### src/rtl/kfps2kb_host_tx_if.sv
// Core-side command handshake of the PS/2 host transmitter.
interface kfps2kb_host_tx_if;
  logic       send_request;
  logic [7:0] send_data;
  logic       busy;
  logic       tx_active;
  logic       send_done;
  logic       send_error;

  modport master (output send_request, send_data,
                  input  busy, tx_active, send_done, send_error);
  modport slave  (input  send_request, send_data,
                  output busy, tx_active, send_done, send_error);
endinterface

### src/rtl/kfps2kb_host_tx.sv
// PS/2 host-to-device command transmitter (request-to-send, odd parity, device ACK).
// Optional KFPS2KB_TX_ACK_CHECK_EN: a missing ACK ends the transfer with send_error.
module kfps2kb_host_tx #(
  parameter logic [15:0] INHIBIT_CYCLES = 16'd2000,
  parameter logic [19:0] TIMEOUT_CYCLES = 20'd300000
) (
  input  logic clock,
  input  logic reset_n,
  input  logic device_clock,
  input  logic device_data,
  output logic device_clock_oe,
  output logic device_data_oe,
  kfps2kb_host_tx_if.slave host
);

  typedef enum logic [2:0] {
    IDLE, INHIBIT, START, DATA, PARITY, STOP, ACK, RELEASE
  } state_t;

  state_t      state, state_nxt;
  logic        clk_meta, clk_sync, clk_prev, dat_meta, dat_sync;
  logic [7:0]  byte_q, byte_nxt;
  logic        parity_q, parity_nxt;
  logic [2:0]  bit_idx, bit_idx_nxt;
  logic [15:0] inh_cnt, inh_cnt_nxt;
  logic [19:0] to_cnt, to_cnt_nxt;
  logic        clock_oe_nxt, data_oe_nxt, busy_nxt, done_nxt, err_nxt;
  logic        fall, counting, timeout;
`ifdef KFPS2KB_TX_ACK_CHECK_EN
  logic        ack_bad, ack_bad_nxt;
`endif

  // Line synchronizers; idle-high reset so no edge is seen coming out of reset
  always_ff @(posedge clock or negedge reset_n) begin
    if (!reset_n) begin
      clk_meta <= 1'b1;
      clk_sync <= 1'b1;
      clk_prev <= 1'b1;
      dat_meta <= 1'b1;
      dat_sync <= 1'b1;
    end else begin
      clk_meta <= device_clock;
      clk_sync <= clk_meta;
      clk_prev <= clk_sync;
      dat_meta <= device_data;
      dat_sync <= dat_meta;
    end
  end

  assign fall     = clk_prev & ~clk_sync;
  assign counting = (state != IDLE) && (state != INHIBIT);
  assign timeout  = counting && (to_cnt == TIMEOUT_CYCLES - 20'd1);

  always_ff @(posedge clock or negedge reset_n) begin
    if (!reset_n) begin
      state           <= IDLE;
      byte_q          <= 8'd0;
      parity_q        <= 1'b0;
      bit_idx         <= 3'd0;
      inh_cnt         <= 16'd0;
      to_cnt          <= 20'd0;
      device_clock_oe <= 1'b0;
      device_data_oe  <= 1'b0;
      host.busy       <= 1'b0;
      host.tx_active  <= 1'b0;
      host.send_done  <= 1'b0;
      host.send_error <= 1'b0;
`ifdef KFPS2KB_TX_ACK_CHECK_EN
      ack_bad         <= 1'b0;
`endif
    end else begin
      state           <= state_nxt;
      byte_q          <= byte_nxt;
      parity_q        <= parity_nxt;
      bit_idx         <= bit_idx_nxt;
      inh_cnt         <= inh_cnt_nxt;
      to_cnt          <= to_cnt_nxt;
      device_clock_oe <= clock_oe_nxt;
      device_data_oe  <= data_oe_nxt;
      host.busy       <= busy_nxt;
      host.tx_active  <= busy_nxt;
      host.send_done  <= done_nxt;
      host.send_error <= err_nxt;
`ifdef KFPS2KB_TX_ACK_CHECK_EN
      ack_bad         <= ack_bad_nxt;
`endif
    end
  end

  // Next state and next registered line drive; data_oe holds between edges
  always_comb begin
    state_nxt    = state;
    byte_nxt     = byte_q;
    parity_nxt   = parity_q;
    bit_idx_nxt  = bit_idx;
    inh_cnt_nxt  = inh_cnt;
    to_cnt_nxt   = counting ? to_cnt + 20'd1 : to_cnt;
    clock_oe_nxt = 1'b0;
    data_oe_nxt  = device_data_oe;
    done_nxt     = 1'b0;
    err_nxt      = 1'b0;
`ifdef KFPS2KB_TX_ACK_CHECK_EN
    ack_bad_nxt  = ack_bad;
`endif
    if (fall) to_cnt_nxt = 20'd0;

    case (state)
      IDLE: begin
        data_oe_nxt = 1'b0;
        if (host.send_request) begin
          byte_nxt     = host.send_data;
          parity_nxt   = ~^host.send_data;
          bit_idx_nxt  = 3'd0;
          inh_cnt_nxt  = 16'd0;
          to_cnt_nxt   = 20'd0;
          clock_oe_nxt = 1'b1;
          data_oe_nxt  = (INHIBIT_CYCLES == 16'd1);
          state_nxt    = INHIBIT;
`ifdef KFPS2KB_TX_ACK_CHECK_EN
          ack_bad_nxt  = 1'b0;
`endif
        end
      end
      INHIBIT: begin
        clock_oe_nxt = 1'b1;
        if (inh_cnt == INHIBIT_CYCLES - 16'd1) begin
          clock_oe_nxt = 1'b0;
          data_oe_nxt  = 1'b1;
          to_cnt_nxt   = 20'd0;
          state_nxt    = START;
        end else begin
          inh_cnt_nxt = inh_cnt + 16'd1;
          data_oe_nxt = (inh_cnt + 16'd1 == INHIBIT_CYCLES - 16'd1);
        end
      end
      START: if (fall) begin
        bit_idx_nxt = 3'd0;
        data_oe_nxt = ~byte_q[0];
        state_nxt   = DATA;
      end
      DATA: if (fall) begin
        bit_idx_nxt = bit_idx + 3'd1;
        data_oe_nxt = ~byte_q[3'(bit_idx + 3'd1)];
        if (bit_idx == 3'd6) state_nxt = PARITY;
      end
      PARITY: if (fall) begin
        data_oe_nxt = ~parity_q;
        state_nxt   = STOP;
      end
      STOP: if (fall) begin
        data_oe_nxt = 1'b0;
        state_nxt   = ACK;
      end
      ACK: if (fall) begin
`ifdef KFPS2KB_TX_ACK_CHECK_EN
        ack_bad_nxt = dat_sync;
`endif
        state_nxt = RELEASE;
      end
      RELEASE: if (clk_sync && dat_sync) begin
        state_nxt = IDLE;
`ifdef KFPS2KB_TX_ACK_CHECK_EN
        done_nxt  = ~ack_bad;
        err_nxt   = ack_bad;
`else
        done_nxt  = 1'b1;
`endif
      end
      default: state_nxt = IDLE;
    endcase

    // A stalled device wins over any edge seen in the same cycle
    if (timeout) begin
      state_nxt    = IDLE;
      clock_oe_nxt = 1'b0;
      data_oe_nxt  = 1'b0;
      done_nxt     = 1'b0;
      err_nxt      = 1'b1;
    end
    busy_nxt = (state_nxt != IDLE);
  end

endmodule

### src/flat_wrapper.sv
// flat-port wrapper written by rule: the top's interface ports become plain ports
module kfps2kb_host_tx_flat 
#(
  parameter logic [15:0] INHIBIT_CYCLES = 16'd2000,
  parameter logic [19:0] TIMEOUT_CYCLES = 20'd300000
)
  (clock, reset_n, device_clock, device_data, device_clock_oe, device_data_oe, host_send_request, host_send_data, host_busy, host_tx_active, host_send_done, host_send_error);
  kfps2kb_host_tx_if host_i ();
  input  logic clock;
  input  logic reset_n;
  input  logic device_clock;
  input  logic device_data;
  output logic device_clock_oe;
  output logic device_data_oe;
  input wire logic [$bits(host_i.send_request)-1:0] host_send_request;
  input wire logic [$bits(host_i.send_data)-1:0] host_send_data;
  output wire logic [$bits(host_i.busy)-1:0] host_busy;
  output wire logic [$bits(host_i.tx_active)-1:0] host_tx_active;
  output wire logic [$bits(host_i.send_done)-1:0] host_send_done;
  output wire logic [$bits(host_i.send_error)-1:0] host_send_error;
  assign host_i.send_request = host_send_request;
  assign host_i.send_data = host_send_data;
  assign host_busy = host_i.busy;
  assign host_tx_active = host_i.tx_active;
  assign host_send_done = host_i.send_done;
  assign host_send_error = host_i.send_error;
  kfps2kb_host_tx #(.INHIBIT_CYCLES(INHIBIT_CYCLES), .TIMEOUT_CYCLES(TIMEOUT_CYCLES)) u_core (.clock(clock), .reset_n(reset_n), .device_clock(device_clock), .device_data(device_data), .device_clock_oe(device_clock_oe), .device_data_oe(device_data_oe), .host(host_i));
endmodule
### config.mk
export PLATFORM = sky130hd
export DESIGN_NAME = kfps2kb_host_tx_flat
export DESIGN_NICKNAME = d
export VERILOG_FILES = /design/src/rtl/kfps2kb_host_tx_if.sv /design/src/rtl/kfps2kb_host_tx.sv /design/src/flat_wrapper.sv
export SDC_FILE = /design/constraint.sdc
export NUM_CORES = 1
export LEC_CHECK = 0
export ABC_AREA = 0
export BUFFER_PORTS_ARGS = -buffer_cell sky130_fd_sc_hd__buf_2
export CORE_MARGIN = 3
export CORE_UTILIZATION = 30
export CTS_CLUSTER_DIAMETER = 60
export DETAILED_ROUTE_END_ITERATION = 8
export PLACE_DENSITY = 0.43
export SYNTH_ARGS = -nofsm -noshare
export SYNTH_HDL_FRONTEND = slang
export SYNTH_SLANG_ARGS = --single-unit
### constraint.sdc
create_clock -name clock -period 2.6 [get_ports clock]
set_input_delay 0 -clock clock [delete_from_list [all_inputs] [get_ports clock]]
set_output_delay 0 -clock clock [all_outputs]
set_load 0.01 [all_outputs]
# [Word-level counts from Yosys, hierarchy flattened]
# Cells that the tools add are included.
[totals] register_bits=61 input_bits=13 out_inout_bits=6 word_cells=99
[op_classes] addsub=3 magnitude_cmp=1 eq_ne=20 mux=40 bitwise=5 n_reduce_logical=14
[op_table] cell="20-bit two-way mux" n=4
[op_table] cell="20-bit case mux with 2 select lines" n=1
[op_table] cell="3-bit two-way mux" n=13
[op_table] cell="16-bit by 11-bit equality test with 1-bit output (second input constant)" n=2
[op_table] cell="16-bit two-way mux" n=2
[op_table] cell="16-bit case mux with 2 select lines" n=1
[op_table] cell="3-bit case mux with 8 select lines" n=1
[op_table] cell="20-bit by 1-bit adder with 20-bit output (second input constant)" n=1
[op_table] cell="20-bit by 19-bit equality test with 1-bit output (second input constant)" n=1
[op_table] cell="16-bit by 1-bit adder with 16-bit output (second input constant)" n=1
[op_table] cell="3-bit equality test (second input constant)" n=5
[op_table] cell="3-bit by 1-bit != test with 1-bit output (second input constant)" n=5
[op_table] cell="1-bit two-way mux" n=14
[op_table] cell="3-bit case mux with 3 select lines" n=1
[op_table] cell="3-bit nonzero test" n=3
[op_table] cell="8-bit XNOR reduction" n=1
[op_table] cell="7-bit nonzero test" n=1
[op_table] cell="3-bit by 2-bit equality test with 1-bit output (second input constant)" n=2
[op_table] cell="1-bit case mux with 6 select lines" n=1
[op_table] cell="5-bit AND reduction" n=1
[op_table] cell="3-bit by 4-bit less-than comparator with 1-bit output (second input constant)" n=1
[op_table] cell="2-bit by 1-bit != test with 1-bit output (second input constant)" n=2
[op_table] cell="2-bit != test (second input constant)" n=2
[op_table] cell="1-bit NOT" n=4
[op_table] cell="other kinds (11)" n=13

# [Depth between registers and ports, before layout]
# Gate-level depths: netlist of the first run.
[logic_depth] depth_word=7 mapped_depth=8

# [Worst setup path after synthesis of the first run]
# OpenSTA, ideal clock, no wires.
[synth_timing] path_kind="register to register" start="register u_core.inh_cnt[11]" end="register u_core.host.busy" t_arrival_ns=1.938 t_required_ns=2.469 setup_slack_ns=0.530 path_stages_with_launch=7 path_buffers=1 cell_sequence="dfrtp_1 > or4b_4 > nor4_4 > nand2b_1 > buf_6 > a31oi_1 > or3_1"
[synth_via] elab_chain_len=5
[synth_lines] element="from (decl)" line="kfps2kb_host_tx.sv:25" source="logic [15:0] inh_cnt, inh_cnt_nxt;"
[synth_lines] element="from (signal assigned)" line="kfps2kb_host_tx.sv:76" source="inh_cnt <= inh_cnt_nxt;"
[synth_lines] element="16-bit by 11-bit equality test with 1-bit output" line="kfps2kb_host_tx.sv:126" source="if (inh_cnt == INHIBIT_CYCLES - 16'd1) begin"
[synth_lines] element="3-bit two-way mux" line="kfps2kb_host_tx.sv:126"
[synth_lines] element="3-bit case mux with 8 select lines" line="kfps2kb_host_tx.sv:107" source="case (state)"
[synth_lines] element="3-bit two-way mux" line="kfps2kb_host_tx.sv:173" source="if (timeout) begin"
[synth_lines] element="net u_core.state_nxt[0]" line="kfps2kb_host_tx.sv:20" source="state_t state, state_nxt;"
[synth_lines] element="3-bit nonzero test" line="kfps2kb_host_tx.sv:180" source="busy_nxt = (state_nxt != IDLE);"
[synth_lines] element="net u_core.busy_nxt" line="kfps2kb_host_tx.sv:27" source="logic clock_oe_nxt, data_oe_nxt, busy_nxt, done_nxt, err_nxt;"
[synth_lines] element="to (signal assigned)" line="kfps2kb_host_tx.sv:80" source="host.busy <= busy_nxt;"
[synth_lines] element="to (decl)" line="kfps2kb_host_tx_if.sv:13" source="output busy, tx_active, send_done, send_error);"
# The timed path passes the listed nets, and every way through them passes these cells.
# A chain may end at the register's enable or synchronous reset.

# [Worst setup path in the final report of the first run]
[layout_timing] start="register u_core.inh_cnt[0]" end="register u_core.inh_cnt[6]"
[layout_via] elab_chain_len=3 elab_cells_between_ends=6 cone_classes="1 x add/sub; 2 x eq/ne; 2 x mux; 1 x reduce/logical"
[layout_lines] element="16-bit by 1-bit adder with 16-bit output / 16-bit by 11-bit equality test with 1-bit output (equally long branches)" line="kfps2kb_host_tx.sv:132, kfps2kb_host_tx.sv:126"
[layout_lines] element="16-bit two-way mux / 2-bit != test (equally long branches)"
[layout_lines] element="16-bit case mux with 2 select lines / 3-bit AND reduction (equally long branches)"
# Parallel ways exist; a longest one is shown, timed or not. The select of a mux whose other input is x is not followed.

==> run summary, run 1 <==
GRT
----------------------------------------------------------------------------
GRT Total Usage                                                        0.135
Pin count of the biggest net entering global routing                      62
Antenna violations before repair                                           0
Number of global-route vias before repair                               2725
First-pass GRT wire length                                          13900 um
Congestion Overflow GR                                                     0

PLACED DESIGN
----------------------------------------------------------------------------
Routability Congestion                                                 0.797
Total placed instance area                                         3650 um^2
Number of port buffers                                                    18
Minimum setup slack after placement                                 0.356 ns
DP HPWL                                                              5390 um

TIMING
----------------------------------------------------------------------------
Actual transition at the worst max-transition pin                   0.789 ns
Headroom to the max-slew limit                                         0.474
RSZ-0062 raised after global routing                                      no
Setup_tns                                                               0 ns
Fmax                                                                 440 MHz
Share of the clock period used by the worst path after layout          0.875
Final setup viols                                                          0
Shortest clock period the worst path allows after layout             2.27 ns
Number of hold-slack violations in the final timing report                 0
Hold slack final                                                   0.0271 ns
Final setup slack of the worst path                                 0.325 ns
Total count of max-transition violations in the final report               0
Max Clock Skew                                                    0.00918 ns

SYNTHESIS
----------------------------------------------------------------------------
Number of instances in the synthesized netlist                           373
Post-synth EDFFs                                                           0
Prevailing post-synth register cell                             sky130_fd_sc_hd__dfrtp_1
YS warnings                                                                0
Most used standard cell by instance count after synthesis       sky130_fd_sc_hd__dfrtp_1
Summed instance area of the synthesized netlist                    3390 um^2
Fraction of registers with async set/reset                              1.00
Synthesized netlist net count                                            391
Top post-synthesis cells by count                               56 x sky130_fd_sc_hd__dfrtp_1, 48 x sky130_fd_sc_hd__nand2_1, 35 x sky130_fd_sc_hd__nor2_1, 28 x sky130_fd_sc_hd__o21ai_0, 26 x sky130_fd_sc_hd__nand3_1
Number of unique standard cell types used by synthesis                    51
Sequential cell area fraction in the yosys report                      0.452
Synth Register Bits                                                       61
Share of the synthesized area in the top cell type                     0.413
Mapped Avg Cell Area                                               9.09 um^2
Top cell type by total area after synthesis                     sky130_fd_sc_hd__dfrtp_1
Biggest area contributors in the synthesized netlist            sky130_fd_sc_hd__dfrtp_1 41%, sky130_fd_sc_hd__nand2_1 5.3%, sky130_fd_sc_hd__xor2_1 4.9%

CTS
----------------------------------------------------------------------------
Total clock sinks                                                         61
CTS H-Tree Depth                                                           3
Clock Tree Root                                                 sky130_fd_sc_hd__clkbuf_16
CTS clock-pin slew for the worst setup and hold paths                0.06 ns
Clock network latency to the later pin of the worst-skew pair        0.33 ns
Total clock buffers created by CTS                                         9
Clock tree from TritonCTS                                               done
CTS Buffer Depth                                                           2
Number of buffers inserted by post-CTS setup repair                        0

CRITICAL PATH
----------------------------------------------------------------------------
Critical path's largest stage delay                                  0.44 ns
Worst setup EP type                                                 register
Cells along the critical path                                   ha_1 -> nand3_1 -> nor4_4 -> buf_4 -> o21a_1 -> o21ai_0 -> o41ai_1
Crit path arrival time                                               2.49 ns
Required time of the worst setup path                                2.81 ns
Startpoint type of the worst setup path                             register
Critical-path maximum fanout                                              12
Max stage delay cell, worst path                                sky130_fd_sc_hd__dfrtp_1
Category of the most critical setup path                        register to register

CELLS AND AREA
----------------------------------------------------------------------------
Diode count                                                                0
Area grow syn2layout                                                   20.1%
Proportion of layout cells with a drive suffix above 1                 0.157
Layout net count                                                         421
Fill cell instance count of the final layout                            1114
Cell area after layout                                             4070 um^2

DETAILED ROUTING
----------------------------------------------------------------------------
Post-DR vias/cell                                                       4.97
Initial detailed-routing violation count                                 261
Routed length per instance                                           14.3 um
DRT antenna net count                                                      0
Routed WL                                                            7860 um
DRC violations left                                                        0
First-pass iteration count of the detailed router                          4
Routed vias                                                             2722

DIE
----------------------------------------------------------------------------
Overall die width                                                     112 um
Ports placed on the boundary                                              19
Total core area                                                   10900 um^2
Floorplan die area                                                12600 um^2
Overall die height                                                    112 um
Initial cell density of the core                                       0.310
Floorplan row count                                                       38

POWER
----------------------------------------------------------------------------
Leak pwr                                                             1.68 nW
Final Total Pwr                                                      3.12 mW
Power per Cell Area                                              765 nW/um^2
Peak supply drop                                                    0.271 mV

HOLD PATH
----------------------------------------------------------------------------
Path class of the lowest-slack min-delay path                   input port to register

RUN STATUS
----------------------------------------------------------------------------
Run status                                                      finished, final reports clean

RUN
----------------------------------------------------------------------------
Max cap viols                                                              0

-- repair_timing --
item	4_1_cts	5_1_grt
hold buffers	11	0
setup endpoints to repair	0	0
resized for setup	0	0
endpoints found under the hold margin	66	0
-- layout by cell type (no fill, tap or decap), types with 4 or more instances in the layout --
| cell type | instances |
|---|---|
| sky130_fd_sc_hd__buf_2 | 18 |
| sky130_fd_sc_hd__xnor2_1 | 16 |
| sky130_fd_sc_hd__o41ai_1 | 4 |
| sky130_fd_sc_hd__nor2_1 | 35 |
| sky130_fd_sc_hd__a31oi_1 | 5 |
| sky130_fd_sc_hd__nand2_1 | 48 |
| sky130_fd_sc_hd__and4_1 | 6 |
| sky130_fd_sc_hd__a21oi_1 | 9 |
| sky130_fd_sc_hd__nand3_1 | 26 |
| sky130_fd_sc_hd__xor2_1 | 19 |
| sky130_fd_sc_hd__nor3_1 | 12 |
| sky130_fd_sc_hd__dlygate4sd3_1 | 11 |
| sky130_fd_sc_hd__o21ai_0 | 28 |
| sky130_fd_sc_hd__nor4_1 | 5 |
| sky130_fd_sc_hd__nand4_1 | 10 |
| sky130_fd_sc_hd__a211oi_1 | 5 |
| sky130_fd_sc_hd__ha_1 | 5 |
| sky130_fd_sc_hd__dfrtp_1 | 56 |
| sky130_fd_sc_hd__o31ai_1 | 5 |
| sky130_fd_sc_hd__or2_2 | 4 |
| sky130_fd_sc_hd__inv_1 | 6 |
| sky130_fd_sc_hd__dfstp_2 | 5 |
| sky130_fd_sc_hd__clkbuf_16 | 9 |
| sky130_fd_sc_hd__buf_4 | 15 |
-- kinds of logic (layout without fill, tap and decap cells) --
logic type | count (synthesis) | after routing | synth area share
buffers and inverters | 31 | 66 | 0.0406
and+or+nand+nor | 170 | 170 | 0.257
xor gates and xnor gates | 35 | 35 | 0.0904
adders and majority gates | 5 | 5 | 0.0184
AOI/OAI and AO/OA | 67 | 67 | 0.122
DFF | 61 | 61 | 0.452
muxes | 4 | 4 | 0.0195
-- worst paths after layout --
kind,startpoint,end,slack [ns],depth (start not counted)
max in group asynchronous,reset_n,u_core.inh_cnt[12],1.70,3
setup reg to reg,u_core.inh_cnt[0],u_core.inh_cnt[6],0.33,7
hold / removal,host_send_request,u_core.to_cnt[0],0.03,3
setup / recovery,u_core.inh_cnt[0],u_core.inh_cnt[6],0.33,7
hold reg to reg,u_core.clk_meta,u_core.clk_sync,0.36,0
min in group asynchronous,reset_n,u_core.to_cnt[6],0.38,3
-- metal layers --
metal  part of all wire  global-route usage  vias to the layer above
met4              0.010              0.0465                        0
met1               0.50               0.194                     1285
li1                   -                   -                     1388
met2               0.45               0.203                       42
met3              0.037              0.0291                        7
met5                  0                   0                        -
-- layout make-up --
cell class	instances	area [um^2]	area share
Inverter	6	22.5	0.00553
Timing Repair Buffer	44	313	0.0768
Tap cell	140	175	0.0430
Clock buffer	10	239	0.0587
Clock inverter	6	70.1	0.0172
Multi-Input combinational cell	281	1720	0.423
Sequential cell	61	1530	0.376
-- where the power goes --
group | switching (mW) | internal [mW] | total (mW) | leakage (nW)
logic | 0.408 | 0.274 | 0.682 | 0.730
registers | 0.119 | 1.09 | 1.21 | 0.806
clock network | 0.453 | 0.772 | 1.23 | 0.141
-- critical path, delay by kind of cell (launching register included) --
| kind | cells | cell delay [ns] |
|---|---|---|
| adder cells (fa/ha/maj) | 1 | 0.28 |
| AO/OA/AOI/OAI | 3 | 0.66 |
| AND/OR/NAND/NOR | 2 | 0.56 |
| flip-flops | 1 | 0.44 |
| buffers and inverters | 1 | 0.22 |
-- state kept, by name, indices dropped and copies added, names as in the netlist, 3 cells and up --
| signal | flops |
|---|---|
| u_core.inh_cnt | 16 |
| u_core.state | 3 |
| u_core.byte_q | 8 |
| u_core.to_cnt | 20 |
| u_core.bit_idx | 3 |
-- through the flow --
step / util / cells
after global placement: 0.334 / 521
after floorplan: - / 373
final: 0.373 / 548
after CTS: 0.373 / 548
after global routing: 0.373 / 548
after detailed placement: 0.334 / 521
Power figures use the tool's default switching activity.
==> inputs of run 2 (changes only) <==
--- a/config.mk
+++ b/config.mk
@@ -7,11 +7,12 @@
 export LEC_CHECK = 0
 export ABC_AREA = 0
 export BUFFER_PORTS_ARGS = -buffer_cell sky130_fd_sc_hd__buf_2
+export CORE_ASPECT_RATIO = 0.9
 export CORE_MARGIN = 3
-export CORE_UTILIZATION = 30
+export CORE_UTILIZATION = 40
 export CTS_CLUSTER_DIAMETER = 60
 export DETAILED_ROUTE_END_ITERATION = 8
-export PLACE_DENSITY = 0.43
+export PLACE_DENSITY = 0.54
 export SYNTH_ARGS = -nofsm -noshare
 export SYNTH_HDL_FRONTEND = slang
 export SYNTH_SLANG_ARGS = --single-unit
==> run 2 against run 1 <==
Effect of this change: sequential power barely moved; routed wire length down 0.50%; non-clock buffer count down 2; sequential share of layout area up 1.4 points; largest power group is now registers.
==> run summary, run 2 (synthesis results as in run 1) <==
RUN STATUS
----------------------------------------------------------------------------
Run status                                                      finished, final reports clean

DIE
----------------------------------------------------------------------------
Overall die width                                                     103 um   -8.2%
Floorplan die area                                                 9620 um^2   -24%
Ports placed on the boundary                                              19   unchanged
Total core area                                                    8150 um^2   -26%
Initial cell density of the core                                       0.416   +0.106
Floorplan row count                                                       31   -18%
Overall die height                                                   93.4 um   -17%

CELLS AND AREA
----------------------------------------------------------------------------
Fill cell instance count of the final layout                             793   -29%
Layout net count                                                         419   -0.48%
Number of flip-flops under the largest register name                      20   unchanged
Area grow syn2layout                                                   15.7%
Most common cell after layout, fill and taps aside              sky130_fd_sc_hd__dfrtp_1
Cell area after layout                                             3930 um^2   -3.7%
Proportion of layout cells with a drive suffix above 1                 0.150   -0.00662
Register ranked first by flip-flop count                        u_core.to_cnt
Biggest registers after layout                                  u_core.to_cnt (20), u_core.inh_cnt (16), u_core.byte_q (8)
Diode count                                                                0   unchanged
Leading cell types in the layout, fill and taps excluded        56 x sky130_fd_sc_hd__dfrtp_1, 48 x sky130_fd_sc_hd__nand2_1, 35 x sky130_fd_sc_hd__nor2_1, 28 x sky130_fd_sc_hd__o21ai_0, 26 x sky130_fd_sc_hd__nand3_1

POWER
----------------------------------------------------------------------------
Leak pwr                                                             1.64 nW   -2.4%
Peak supply drop                                                    0.379 mV   +40%
Power per Cell Area                                              720 nW/um^2   -5.9%
Final Total Pwr                                                      2.83 mW   -9.3%

TIMING
----------------------------------------------------------------------------
Final setup viols                                                          0   unchanged
Total count of max-transition violations in the final report               0   unchanged
Share of the clock period used by the worst path after layout          0.855   -0.0201
Number of hold-slack violations in the final timing report                 0   unchanged
Headroom to the max-slew limit                                         0.618   +0.145
Setup_tns                                                               0 ns   unchanged
Shortest clock period the worst path allows after layout             2.22 ns   -0.0524 ns
Max Clock Skew                                                    0.00836 ns   -0.000823 ns
RSZ-0062 raised after global routing                                      no
Actual transition at the worst max-transition pin                   0.567 ns   -0.222 ns
Fmax                                                                 450 MHz   +2.4%

CTS
----------------------------------------------------------------------------
Total clock buffers created by CTS                                         9   unchanged
Clock network latency to the later pin of the worst-skew pair        0.34 ns   about the same
CTS H-Tree Depth                                                           3   unchanged
Number of buffers inserted by post-CTS setup repair                        0   unchanged
Clock Tree Root                                                 sky130_fd_sc_hd__clkbuf_8
CTS clock-pin slew for the worst setup and hold paths                0.08 ns   +0.02 ns
Clock tree from TritonCTS                                               done
CTS Buffer Depth                                                           2   unchanged
Post-cts hold buffer count                                                12   +1
Post-CTS resize count                                                      0   unchanged
Total clock sinks                                                         61   unchanged

CRITICAL PATH
----------------------------------------------------------------------------
Worst setup EP type                                                 register
Max stage delay cell, worst path                                sky130_fd_sc_hd__or4b_4
Startpoint type of the worst setup path                             register
Required time of the worst setup path                                2.83 ns   +0.02 ns
Cells along the critical path                                   or4b_4 -> nor4_4 -> buf_4 -> o21a_1 -> o21ai_0 -> o41ai_1
Category of the most critical setup path                        register to register
Critical path's largest stage delay                                  0.58 ns   +0.14 ns
Crit path arrival time                                               2.45 ns   -0.04 ns
Critical-path maximum fanout                                              12   unchanged

DETAILED ROUTING
----------------------------------------------------------------------------
Post-DR vias/cell                                                       5.44   +9.4%
DRT antenna net count                                                      0   unchanged
Routed vias                                                             2745   +0.84%
Initial detailed-routing violation count                                 140   -46%
Routed length per instance                                           15.5 um   +8.0%
Routed WL                                                            7820 um   -0.50%
DRC violations left                                                        0   unchanged
First-pass iteration count of the detailed router                          5   +1

GRT
----------------------------------------------------------------------------
Congestion Overflow GR                                                     0   unchanged
GRT Total Usage                                                        0.181   +0.0460
Antenna violations before repair                                           0   unchanged
Pin count of the biggest net entering global routing                      33   -47%
First-pass GRT wire length                                          13600 um   -2.3%
Number of global-route vias before repair                               2724   -0.037%

HOLD PATH
----------------------------------------------------------------------------
Path class of the lowest-slack min-delay path                   input port to async pin

RUN
----------------------------------------------------------------------------
Max cap viols                                                              0   unchanged

PLACED DESIGN
----------------------------------------------------------------------------
Total placed instance area                                         3580 um^2   -2.0%
DP HPWL                                                              5330 um   -1.0%
Routability Congestion                                                 0.944   +18%
Number of port buffers                                                    18   unchanged

-- run 2: critical path: cells and delay by family (launching register included) --
kind | cells | cell delay, ns
compound gates | 3 | 0.66
flops | 1 | 0.44
buf+inv | 1 | 0.20
simple gates | 2 | 0.82
-- run 2: report_power, final --
part	switching (mW)	internal, mW
Combinational	0.384	0.261
Sequential	0.138	1.09
Clock	0.393	0.564
Total	0.915	1.91
-- run 2: through the flow --
step	std cells	util	setup WS [ns]	hold slack (ns)
2_1_floorplan	373	-	0.530	-0.296
3_3_place_gp	477	0.440	0.477	0.0436
3_5_place_dp	477	0.440	0.431	0.0422
4_1_cts	505	0.482	0.388	0.201
5_1_grt	505	0.482	0.162	0.235
6_report	505	0.482	0.377	0.193
-- run 2: worst paths after layout --
path | from | end | slack (ns) | cells past startpoint
worst max-delay path | u_core.inh_cnt[11] | u_core.inh_cnt[8] | 0.38 | 6
min in group clock | device_clock | u_core.clk_meta | 0.30 | 2
max in group asynchronous | reset_n | u_core.to_cnt[19] | 2.08 | 3
worst min register to register | u_core.clk_meta | u_core.clk_sync | 0.36 | 0
worst max register to register | u_core.inh_cnt[11] | u_core.inh_cnt[8] | 0.38 | 6
worst min-delay path | reset_n | u_core.to_cnt[16] | 0.19 | 3
-- run 2: cell type report --
class	count	area (um^2)	area share
sequential	61	1530	0.391
clock inverter	6	86.3	0.0220
tap	99	124	0.0316
inverter	6	22.5	0.00574
multi-input combinational	281	1720	0.439
timing repair buffer	42	300	0.0765
clock buffer	10	138	0.0351
-- run 2: layer usage --
metal / routed length (um) / track usage
met3: 277 / 0.0395
met1: 4030 / 0.265
met5: 0 / 0
met4: 101 / 0.0615
met2: 3420 / 0.264
==> inputs of run 3 (changes only) <==
==> constraint.sdc (replaced) <==
create_clock -name clock -period 2.6 [get_ports clock]
set_input_delay 0.26 -clock clock [delete_from_list [all_inputs] [get_ports clock]]
set_output_delay 0.26 -clock clock [all_outputs]
set_load 0.01 [all_outputs]
==> run 3 against run 2 <==
Effect of this change: sequential power about the same; maximum frequency fell by 1.4%; via count decreased by 0.40%; critical path type unchanged; global-route usage is 0.40 points lower; core utilization decreased by 1.2 points; first-iteration DRC count increased by 39%; combinational power fell by 2%; non-clock buffer count decreased by 11; total power grew 2.6%; largest power group unchanged; critical endpoint is now u_core.inh_cnt[14]; largest cell class unchanged; highest routed layer unchanged.
==> run summary, run 3 (synthesis results as in run 1) <==
DIE
----------------------------------------------------------------------------
Overall die height                                                   93.4 um   unchanged
Overall die width                                                     103 um   unchanged
Ports placed on the boundary                                              19   unchanged
Total core area                                                    8150 um^2   unchanged
Initial cell density of the core                                       0.416   unchanged
Floorplan row count                                                       31   unchanged
Floorplan die area                                                 9620 um^2   unchanged

POWER
----------------------------------------------------------------------------
Power per Cell Area                                              757 nW/um^2   +5.1%
Clock network power share                                              0.358   +0.020
Leak pwr                                                             1.60 nW   -2.3%
Net Sw Frac                                                            0.310   -0.0135
Peak supply drop                                                    0.375 mV   -1.2%
Final Total Pwr                                                      2.90 mW   +2.6%
Combinational fraction of design power                                 0.219   -0.009
Switching pwr                                                       0.900 mW   -1.6%
Internal Power                                                       2.00 mW   +4.7%
Sequential group share of total power                                  0.423   -0.010

GRT
----------------------------------------------------------------------------
GRT Total Usage                                                        0.177   -0.00397
Number of global-route vias before repair                               2712   -0.44%
Congestion Overflow GR                                                     0   unchanged
First-pass GRT wire length                                          13300 um   -2.3%
Antenna violations before repair                                           0   unchanged
Pin count of the biggest net entering global routing                      29   -12%

CTS
----------------------------------------------------------------------------
Clock tree from TritonCTS                                               done
CTS H-Tree Depth                                                           3   unchanged
Total clock sinks                                                         61   unchanged
Number of buffers inserted by post-CTS setup repair                        0   unchanged
Total clock buffers created by CTS                                         9   unchanged
Post-cts hold buffer count                                                 1   -11
Clock Tree Root                                                 sky130_fd_sc_hd__clkbuf_8
CTS Buffer Depth                                                           2   unchanged
Clock network latency to the later pin of the worst-skew pair        0.33 ns   about the same
CTS clock-pin slew for the worst setup and hold paths                0.07 ns   about the same
Post-CTS resize count                                                      0   unchanged

CRITICAL PATH
----------------------------------------------------------------------------
Critical-path maximum fanout                                              12   unchanged
Buffers and inverters on the worst path                                    1   unchanged
CP delay by family, top                                         compound AO/OA/AOI/OAI gates
Reg-to-reg critical path startpoint                             u_core.inh_cnt[0]
Critical path's largest stage delay                                  0.44 ns   -0.14 ns
Category of the most critical setup path                        register to register
Setup crit start                                                u_core.inh_cnt[0]
Crit path arrival time                                               2.48 ns   +0.03 ns
Number of cells on the critical path                                       7   +1
Startpoint type of the worst setup path                             register
Worst setup EP type                                                 register
Logic depth of the worst register-to-register path                         7   +1
Max stage delay cell, worst path                                sky130_fd_sc_hd__dfrtp_1
Cells along the critical path                                   ha_1 -> nand3_1 -> nor4_4 -> buf_4 -> o21a_1 -> o21ai_0 -> o31ai_1
Required time of the worst setup path                                2.83 ns   about the same

DETAILED ROUTING
----------------------------------------------------------------------------
Routed WL                                                            7700 um   -1.6%
Post-DR vias/cell                                                       5.53   +1.8%
Routed length per instance                                           15.6 um   +0.62%
Routed vias                                                             2734   -0.40%
DRT antenna net count                                                      0   unchanged
Initial detailed-routing violation count                                 194   +39%
DRC violations left                                                        0   unchanged
First-pass iteration count of the detailed router                          4   -1

HOLD PATH
----------------------------------------------------------------------------
Hold-critical path depth                                                   1
Path class of the lowest-slack min-delay path                   input port to register
Worst hold start                                                device_clock

CELLS AND AREA
----------------------------------------------------------------------------
Layout net count                                                         408   -2.6%
Area taken by flip-flops and latches                               1530 um^2   unchanged
Biggest registers after layout                                  u_core.to_cnt (20), u_core.inh_cnt (16), u_core.byte_q (8)
Most common cell after layout, fill and taps aside              sky130_fd_sc_hd__dfrtp_1
Proportion of layout cells with a drive suffix above 1                 0.149   -0.000879
Fill cell instance count of the final layout                             783   -1.3%
Number of flip-flops under the largest register name                      20   unchanged
Footprint of the multi-input gates                                 1720 um^2   unchanged
Leading cell types in the layout, fill and taps excluded        56 x sky130_fd_sc_hd__dfrtp_1, 48 x sky130_fd_sc_hd__nand2_1, 35 x sky130_fd_sc_hd__nor2_1, 28 x sky130_fd_sc_hd__o21ai_0, 26 x sky130_fd_sc_hd__nand3_1
Diode count                                                                0   unchanged
Area grow syn2layout                                                   12.9%
Final cell utilization of the core                                     0.470   -0.0115
Cell area after layout                                             3830 um^2   -2.4%
Register ranked first by flip-flop count                        u_core.to_cnt
Final cell count without fillers                                         494   -2.2%

PLACED DESIGN
----------------------------------------------------------------------------
Total placed instance area                                         3580 um^2   unchanged
Number of port buffers                                                    18   unchanged
Minimum setup slack after placement                                 0.401 ns   -0.0293 ns
DP HPWL                                                              5360 um   +0.48%
Instance count after placement with tap cells included                   477   unchanged
Routability Congestion                                                 0.883   -6.5%

TIMING
----------------------------------------------------------------------------
Share of the clock period used by the worst path after layout          0.867   +0.0122
Headroom to the max-slew limit                                         0.588   -0.0305
Shortest clock period the worst path allows after layout             2.25 ns   +0.0317 ns
Number of hold-slack violations in the final timing report                 0   unchanged
Hold slack final                                                   0.0221 ns   -0.171 ns
Total count of max-transition violations in the final report               0   unchanged
RSZ-0062 raised after global routing                                      no
Final setup slack of the worst path                                 0.346 ns   -0.0317 ns
Setup_tns                                                               0 ns   unchanged
Max Clock Skew                                                    0.00806 ns   -0.000296 ns
Fmax                                                                 444 MHz   -1.4%
Actual transition at the worst max-transition pin                   0.613 ns   +0.0454 ns
Final setup viols                                                          0   unchanged

RUN STATUS
----------------------------------------------------------------------------
Run status                                                      finished, final reports clean

RUN
----------------------------------------------------------------------------
Max cap viols                                                              0   unchanged

run 3: cell types whose count changed in the layout (fill, tap and decap cells not counted):
cell | previous run | this run
sky130_fd_sc_hd__dlygate4sd3_1 | 12 | 1
sky130_fd_sc_hd__clkbuf_1 | 0 | 2
sky130_fd_sc_hd__bufinv_16 | 2 | 3
sky130_fd_sc_hd__clkinv_2 | 2 | 1
sky130_fd_sc_hd__clkinv_4 | 1 | 0
sky130_fd_sc_hd__clkinvlp_4 | 1 | 0
run 3: power by group through the flow:
stage	sequential, mW	clock (mW)	combinational (mW)
floorplan	1.18	0	0.505
global placement	1.24	0	0.639
detailed placement	1.25	0	0.639
CTS	1.23	1.06	0.644
global route	1.25	1.11	0.732
finish	1.23	1.04	0.635
run 3: metal layers:
layer,global-route usage,wire length (um)
met4,0.0485,40
met3,0.0477,257
met1,0.245,3850
met5,0,0
met2,0.273,3550
run 3: worst paths after layout:
check / to / slack [ns]
worst max-delay path: u_core.inh_cnt[14] / 0.35
worst min-delay path: u_core.clk_meta / 0.02
worst max register to register: u_core.inh_cnt[14] / 0.35
worst min register to register: u_core.dat_sync / 0.36
max in group asynchronous: u_core.bit_idx[0] / 1.42
min in group asynchronous: u_core.to_cnt[13] / 0.48
run 3: layout make-up:
class,count,area share
clock buffer,12,0.0379
tap,99,0.0323
multi-input combinational,281,0.449
timing repair buffer,31,0.0496
inverter,6,0.00588
sequential,61,0.400
clock inverter,4,0.0248
run 3: worst register-to-register path: stages, from the launching register on:
cell,delay [ns]
sky130_fd_sc_hd__dfrtp_1,0.44
sky130_fd_sc_hd__ha_1,0.28
sky130_fd_sc_hd__nand3_1,0.24
sky130_fd_sc_hd__nor4_4,0.32
sky130_fd_sc_hd__buf_4,0.20
sky130_fd_sc_hd__o21a_1,0.39
sky130_fd_sc_hd__o21ai_0,0.19
sky130_fd_sc_hd__o31ai_1,0.11
